==> config.mk <==
export PLATFORM = sky130hd
export DESIGN_NAME = if_fetch
export DESIGN_NICKNAME = d
export VERILOG_FILES = /design/src/rtl/cpu_defs.sv /design/src/rtl/fetch_fifo.sv /design/src/rtl/if_fetch.sv
export SDC_FILE = /design/constraint.sdc
export NUM_CORES = 1
export LEC_CHECK = 0
export CAP_MARGIN = 15
export CORE_ASPECT_RATIO = 2
export CORE_UTILIZATION = 52
export CTS_CLUSTER_DIAMETER = 200
export CTS_CLUSTER_SIZE = 25
export DETAILED_ROUTE_END_ITERATION = 10
export PLACE_DENSITY = 0.8
export SLEW_MARGIN = 20
export SYNTH_ARGS = -nofsm -noshare
export SYNTH_HDL_FRONTEND = slang
export SYNTH_SLANG_ARGS = --single-unit
==> constraint.sdc <==
create_clock -name clk -period 6.9 [get_ports clk]
set_input_delay 1.035 -clock clk [delete_from_list [all_inputs] [get_ports clk]]
set_output_delay 1.035 -clock clk [all_outputs]
set_load 0.01 [all_outputs]
==> src/rtl/cpu_defs.sv <==
`timescale 1ns/1ps
// Shared CPU constants and the fetch buffer entry layout.
// No logic; no latency; no backpressure.
// Imported by the fetch path and its buffer.
package cpu_defs;
  localparam int XLEN   = 32;
  localparam int INST_W = 32;

  localparam logic [XLEN-1:0] RESET_PC = 32'h9FC0_0000;
  localparam logic [XLEN-1:0] PC_STEP  = 32'd4;
  localparam logic [XLEN-1:0] PC_ALIGN = 32'hFFFF_FFFC;

  typedef struct packed {
    logic [XLEN-1:0]   pc;
    logic [INST_W-1:0] data;
  } fetch_entry_t;
endpackage

==> src/rtl/fetch_fifo.sv <==
`timescale 1ns/1ps
// Synchronous FIFO of {pc, data} fetch entries with a flush that beats push/pop.
// Latency: a push is visible at head the cycle after it is written.
// Backpressure: the caller keeps push off when full; head is all-zero when empty.
module fetch_fifo
  import cpu_defs::*;
#(
  parameter int DEPTH = 2
) (
  input  logic                       clk,
  input  logic                       rst_n,
  input  logic                       push,
  input  fetch_entry_t               push_dat,
  input  logic                       pop,
  input  logic                       flush,
  output logic [$clog2(DEPTH+1)-1:0] count,
  output fetch_entry_t               head
);
  localparam int CW = $clog2(DEPTH + 1);
  localparam int PW = (DEPTH > 1) ? $clog2(DEPTH) : 1;

  fetch_entry_t   mem [DEPTH];
  logic [PW-1:0]  rd_ptr, wr_ptr;
  logic           do_push, do_pop, empty, full;

  function automatic logic [PW-1:0] ptr_inc(input logic [PW-1:0] p);
    return (p == PW'(DEPTH - 1)) ? '0 : p + PW'(1);
  endfunction

  assign empty   = (count == '0);
  assign full    = (count == CW'(DEPTH));
  assign do_pop  = pop && !empty;
  // A full FIFO may still accept a push when the head leaves in the same cycle.
  assign do_push = push && (!full || do_pop);
  assign head    = empty ? '0 : mem[rd_ptr];

  always_ff @(posedge clk or negedge rst_n) begin
    if (!rst_n) begin
      count  <= '0;
      rd_ptr <= '0;
      wr_ptr <= '0;
    end else if (flush) begin
      count  <= '0;
      rd_ptr <= '0;
      wr_ptr <= '0;
    end else begin
      if (do_push) wr_ptr <= ptr_inc(wr_ptr);
      if (do_pop)  rd_ptr <= ptr_inc(rd_ptr);
      case ({do_push, do_pop})
        2'b10:   count <= count + CW'(1);
        2'b01:   count <= count - CW'(1);
        default: count <= count;
      endcase
    end
  end

  always_ff @(posedge clk) begin
    if (do_push && !flush) mem[wr_ptr] <= push_dat;
  end
endmodule

==> src/rtl/if_fetch.sv <==
`timescale 1ns/1ps
// Instruction-fetch initiator: issues im reads, buffers returns, hands words to decode.
// Latency: an issue in cycle N reaches inst_* in cycle N+2; one word per cycle steady state.
// Backpressure: issue is credit-limited by buffer space; inst_* hold while valid && !ready.
module if_fetch #(
  parameter logic [31:0] RESET_PC   = cpu_defs::RESET_PC,
  parameter int          FIFO_DEPTH = 2
) (
  input  logic        clk,
  input  logic        rst_n,
  output logic [31:0] im_addr,
  input  logic [31:0] im_data,
  input  logic        redirect_valid,
  input  logic [31:0] redirect_pc,
  output logic        inst_valid,
  input  logic        inst_ready,
  output logic [31:0] inst_pc,
  output logic [31:0] inst_data
);
  import cpu_defs::*;

  localparam int CW = $clog2(FIFO_DEPTH + 1);

  logic [XLEN-1:0] pc, inflight_pc, redirect_addr;
  logic            inflight_vld, pop, push, issue;
  logic [CW-1:0]   count;
  logic [CW:0]     occupancy;
  fetch_entry_t    head, push_dat;

  assign redirect_addr = redirect_pc & PC_ALIGN;
  assign pop           = inst_valid && inst_ready;

  // Credits: buffered words plus the word still in the im pipe, less the one leaving now.
  assign occupancy = {1'b0, count} + {{CW{1'b0}}, inflight_vld} - {{CW{1'b0}}, pop};
  assign issue     = !redirect_valid && (occupancy < (CW+1)'(FIFO_DEPTH));

  assign im_addr = redirect_valid ? redirect_addr : pc;

  // A returning word is stale once a redirect arrives, so it never enters the buffer.
  assign push          = inflight_vld && !redirect_valid;
  assign push_dat.pc   = inflight_pc;
  assign push_dat.data = im_data;

  always_ff @(posedge clk or negedge rst_n) begin
    if (!rst_n) begin
      pc           <= RESET_PC & PC_ALIGN;
      inflight_vld <= 1'b0;
      inflight_pc  <= '0;
    end else if (redirect_valid) begin
      pc           <= redirect_addr + PC_STEP;
      inflight_vld <= 1'b1;
      inflight_pc  <= redirect_addr;
    end else if (issue) begin
      pc           <= pc + PC_STEP;
      inflight_vld <= 1'b1;
      inflight_pc  <= pc;
    end else begin
      inflight_vld <= 1'b0;
    end
  end

  fetch_fifo #(
    .DEPTH (FIFO_DEPTH)
  ) u_fifo (
    .clk      (clk),
    .rst_n    (rst_n),
    .push     (push),
    .push_dat (push_dat),
    .pop      (pop),
    .flush    (redirect_valid),
    .count    (count),
    .head     (head)
  );

  assign inst_valid = (count != '0);
  assign inst_pc    = head.pc;
  assign inst_data  = head.data;
endmodule

Word-level counts from Yosys, hierarchy flattened
Memories as Yosys holds them, arrays and structs flattened.
Index checks and enable logic that the tools add are counted.

storage, ports and cells
  flip-flop bits (word level) = 69
  memory bits (writable) = 128
  logic and storage cells = 53
  memories = 1

memory list
  memory      depth  width  read ports  clocked after memory_dff  wr ports  RTL line          RTL
  u_fifo.mem  2      64     1           0                         1         fetch_fifo.sv:22  fetch_entry_t mem [DEPTH];

cells by class
  add/sub/neg operators = 8
  $lt $le $gt $ge = 1
  equality and inequality tests = 3
  muxes and demuxes = 18
  reduce and logical (&&, ||, !) cells = 16

operators with widths
  operator                                                               count
  32-bit 2-to-1 mux                                                      5
  32-bit by 3-bit adder with 32-bit output, second input constant        2
  64-bit 2-to-1 mux                                                      1
  1-bit 2-to-1 mux                                                       10
  2-bit nonzero test                                                     4
  1-bit logical AND                                                      6
  2-bit equality test, second input constant                             2
  2-bit case mux with 2 select lines                                     1
  2-bit by 1-bit adder with 3-bit output                                 1
  1-bit zero test                                                        3
  3-bit by 2-bit < comparator with 1-bit output, second input constant   1
  3-bit nonzero test                                                     1
  3-bit by 1-bit subtractor with 3-bit output                            1
  1-bit adder, second input constant                                     2
  2-bit by 1-bit adder with 2-bit output, second input constant          1
  2-bit by 1-bit equality test with 1-bit output, second input constant  1
  2-bit zero test                                                        1
  2-bit 2-to-1 mux                                                       1
  2-bit by 1-bit subtractor with 2-bit output, second input constant     1
  1-bit logical OR                                                       1

Depth between registers and ports, before layout
  word-level depth = 8
  mapped depth = 14
  depth with buffers taken out = 12

By module
From an unflattened synthesis, not the netlist that was laid out.

unflattened totals
  cells, all modules = 683
  area total of the unflattened synthesis = 8718.4 um^2

modules (own cells, without submodules)
  module      instances  cells each  area each (um^2)  seq. area each (um^2)
  fetch_fifo  1          297         5153.7            3943.8
  if_fetch    1          386         3564.7            1536.5

Worst setup path before layout
Ideal clock, no wire load.

  kind = in2reg
  start point = in redirect_valid
  end point = mem u_fifo.mem[1][0] in the netlist's numbering (enable)
  library setup time = 0.571 ns
  arrival = 6.524 ns
  required time = 6.329 ns
  slack = -0.195 ns
  stages = 7
  buffers on the path = 6
  path through = buf_6 -> buf_12 -> buf_12 -> buf_12 -> buf_2 -> clkbuf_1 -> nor3b_1

on the way
  word-level cells in the longest chain between the ends = 6

ends and longest elaborated chain
  item                                        RTL line                          RTL
  from (decl)                                 if_fetch.sv:13                    input logic redirect_valid,
  1-bit zero test (*)                         fetch_fifo.sv:58, if_fetch.sv:40
  1-bit logical AND                           if_fetch.sv:40                    assign push = inflight_vld && !redirect_valid;
  1-bit logical AND                           fetch_fifo.sv:34                  assign do_push = push && (!full || do_pop);
  1-bit logical AND (*)                       fetch_fifo.sv:58                  if (do_push && !flush) mem[wr_ptr] <= push_dat;
  1-bit 2-to-1 mux (*)                        fetch_fifo.sv:58
  1-bit 2-to-1 mux (not written as such) (*)  fetch_fifo.sv:58
  to (decl)                                   fetch_fifo.sv:22

Every way passes the cells marked *; elsewhere a longest branch is shown, timed or not.

Final worst setup path
  start point = in redirect_valid
  end point = out im_addr[16]

on the way
  word-level cells in the longest chain between the ends = 1

ends and longest elaborated chain
  item               RTL line        RTL
  32-bit 2-to-1 mux  if_fetch.sv:37  assign im_addr = redirect_valid ? redirect_addr : pc;
  to (decl)          if_fetch.sv:11  output logic [31:0] im_addr,

Every way passes these cells.

==> impl_metrics.toml <==
[sta]
max-slew-margin-rel_pct = 29.04
maxSlewViolCount = 0
hold_ws_ns = 0.4659
final.period_utilization_pct = 65.34
worstMarginPinSlew_ns = 1.064
finClkSkew_ns = 0.007421
min_period_ns = 4.509
hold_viol = 0
fin_setup_tns_ns = 0
rsz0062_at_grt = "false"
setup_viol = 0
max_freq_ghz = 0.2218

[finish]
layout.nets = 900
seq_area_um2 = 5364
diodes = 0
fillCellCount = 1191
multi_input_area_um2 = 2805
utilization_pct = 67.92
syn_to_final_growth_pct = 27.56
final_area_um2 = 10770
drive_above_1_share_pct = 8.195

[placement]
hpwlAfterDp_um = 13050
place_congestion = 0.8784
portBuffers = 158
place_area_um2 = 10160

[min_path]
min_from = "inflight_pc[11]$_DFFE_PN0P_"
hp-class = "reg -> reg"

[worst_setup_path]
crit_arrival_ns = 3.47
crit_end = "im_addr[16]"
end_kind = "output port"
critPathKind = "in -> out"
r2r_start = "u_fifo.count[1]$_DFFE_PN0P_"
r2r_cells = 12
worstReg2RegEnd = "inflight_pc[5]$_DFFE_PN0P_"
crit_path_max_fanout = 41
r2r_slack_ns = 3.08
critical_path.startpoint_type = "input pin"
startpoint = "redirect_valid"
required_ns = 5.86

[global_routing]
grt_pass1_wl_um = 29390
grt_start_max_net_pins = 66
antenna_found_initial = 0
overflow = 0
grt_pass1_vias = 5907
grtUsageTotal_pct = 23.15

[yosys]
synth_top_cells_by_count = "edfxtp_1, nor2_1, mux2i_1, dfrtp_1, nand2_1"
ys_top_cells_by_area = "edfxtp_1, dfrtp_1, mux2i_1, nor2_1, dfstp_2"
yosysSeqAreaShare_pct = 63.48
yosysWarnings = 0
syn_area_per_cell_um2 = 12.44
netlist_area_um2 = 8444
synth_edf_count = 124
postSynthCellCount = 679
yosys_most_used_dff = "edfxtp_1"
yosysTopAreaCellShare_pct = 44.10
ys_ff_latch = 189
synth.most_common_cell = "edfxtp_1"
synth_top_area_cell = "edfxtp_1"
async_flop_share_pct = 34.39
synth_cell_type_count = 53

[routing]
post_drt_via_cell_ratio = 5.549
remaining_drc_errors = 0
drt_first_iter_violations = 247
dr.pass1.iters = 5
wl_um = 18830
wl_per_cell_um = 18.05
antenna_left = 0
vias = 5788

[power_and_ir_drop]
total_leakage_power_nw = 3.996
finalPower_mw = 4.503
powerDensity_nw_per_um2 = 418.1
peakVddDrop_mv = 0.2477

[clock_tree]
clkLatencyLatePin_ns = 0.42
numCtsBuffers = 17
htreeDepth = 4
ctsRootBufferMaster = "clkbuf_16"
postCtsSetupRepairBufs = 0
clk_pin_slew_ns = 0.07
cts-resized-gates = 0
cts_tree = "yes"
ctsHoldBuffers = 0
clockBufferDepth = 2
cts_sinks = 189

[floorplanning]
io_pins = 165
initial_core_util_pct = 53.25
rows = 65
die_area_um2 = 16780
die_h_um = 182.2
core_um2 = 15860
die_w_um = 92.11

[run]
max_cap_viol_count = 0

[status]
status = "complete, no violations"
flip-flops by register name, indices dropped and copies added (netlist names):
signal / flops
u_fifo.rd_ptr: 1
u_fifo.count: 2
inflight_pc: 30
pc: 30
u_fifo.mem: 124
inflight_vld: 1
u_fifo.wr_ptr: 1
how the worst min path moves through the flow:
stage / depth (start not counted) / endpoint / slack (ns)
3_5_place_dp: 0 / u_fifo.mem[0][34]$_DFFE_PP_ / 0.46
4_1_cts: 0 / u_fifo.mem[1][43]$_DFFE_PP_ / 0.47
5_1_grt: 2 / pc[28]$_DFFE_PN1P_ / 0.49
3_3_place_gp: 0 / u_fifo.mem[0][48]$_DFFE_PP_ / 0.45
6_report: 0 / u_fifo.mem[1][43]$_DFFE_PP_ / 0.47
2_1_floorplan: 0 / u_fifo.mem[0][35]$_DFFE_PP_ / 0.44
cell usage in the layout (no fill, tap or decap), types with 3 or more instances in the layout:
| cell type | count |
|---|---|
| clkdlybuf4s50_1 | 156 |
| edfxtp_1 | 124 |
| nor2_1 | 111 |
| mux2i_1 | 88 |
| dfrtp_1 | 56 |
| nand2_1 | 38 |
| a21oi_1 | 36 |
| inv_1 | 25 |
| clkbuf_16 | 18 |
| nand3_1 | 15 |
| xnor2_1 | 13 |
| nor3_1 | 11 |
| mux2_2 | 10 |
| nand4_1 | 10 |
| o21ai_0 | 9 |
| o31ai_1 | 9 |
| buf_4 | 9 |
| dfstp_2 | 8 |
| nand3b_1 | 7 |
| nor4_1 | 6 |
| o21a_1 | 5 |
| and4_1 | 5 |
| a31oi_1 | 4 |
| a22oi_1 | 4 |
| o31a_1 | 4 |
| conb_1 | 4 |
| clkbuf_8 | 4 |
| nand2b_1 | 3 |
| nor2b_1 | 3 |
| a211oi_1 | 3 |
| xor2_1 | 3 |
per-layer routing:
layer | routed length [µm] | share of wire [%] | track usage [%] | vias to the layer above
li1 | - | - | - | 2741
met5 | 0 | 0 | 0 | -
met4 | 686 | 3.6 | 12.69 | 0
met2 | 10650 | 57 | 43.70 | 192
met1 | 6708 | 36 | 23.55 | 2810
met3 | 785 | 4.2 | 3.958 | 45
cell families (layout without fill, tap and decap cells):
kind of cell	count (synthesis)	after routing	share of synthesized area, %
compound gates	84	84	6.223
xor+xnor	16	16	1.660
fa+ha+maj	3	3	0.5334
buf+inv	65	225	3.763
flops	189	189	63.48
mux	98	98	11.76
other cells	1	4	0.04441
simple gates	223	223	12.54
per-stage QoR:
stage          instances  worst slack [ns]
6_report            1043             2.391
5_1_grt             1043             2.199
4_1_cts             1043             2.395
3_5_place_dp        1011             2.209
3_3_place_gp        1011             2.303
2_1_floorplan        682            0.1003
worst max-delay path, cell delays in order:
cell and delay (ns):
buf_2 0.70, buf_4 0.44, mux2i_1 0.57, inv_1 0.19, clkdlybuf4s50_1 0.52
cell type report:
cell class,count,area share [%]
Clock inverter,8,0.9409
Multi-Input combinational cell,428,26.04
Timing Repair Buffer,167,15.22
Sequential cell,189,49.80
Inverter,26,0.9060
Tap cell,201,2.335
Clock buffer,24,4.762
report_power, final:
part / leakage (nW) / internal [mW] / switching, mW
Clock: 0.303 / 0.596 / 0.397
Combinational: 1.80 / 0.723 / 0.849
Sequential: 1.90 / 1.68 / 0.254
Power figures use the tool's default switching activity.
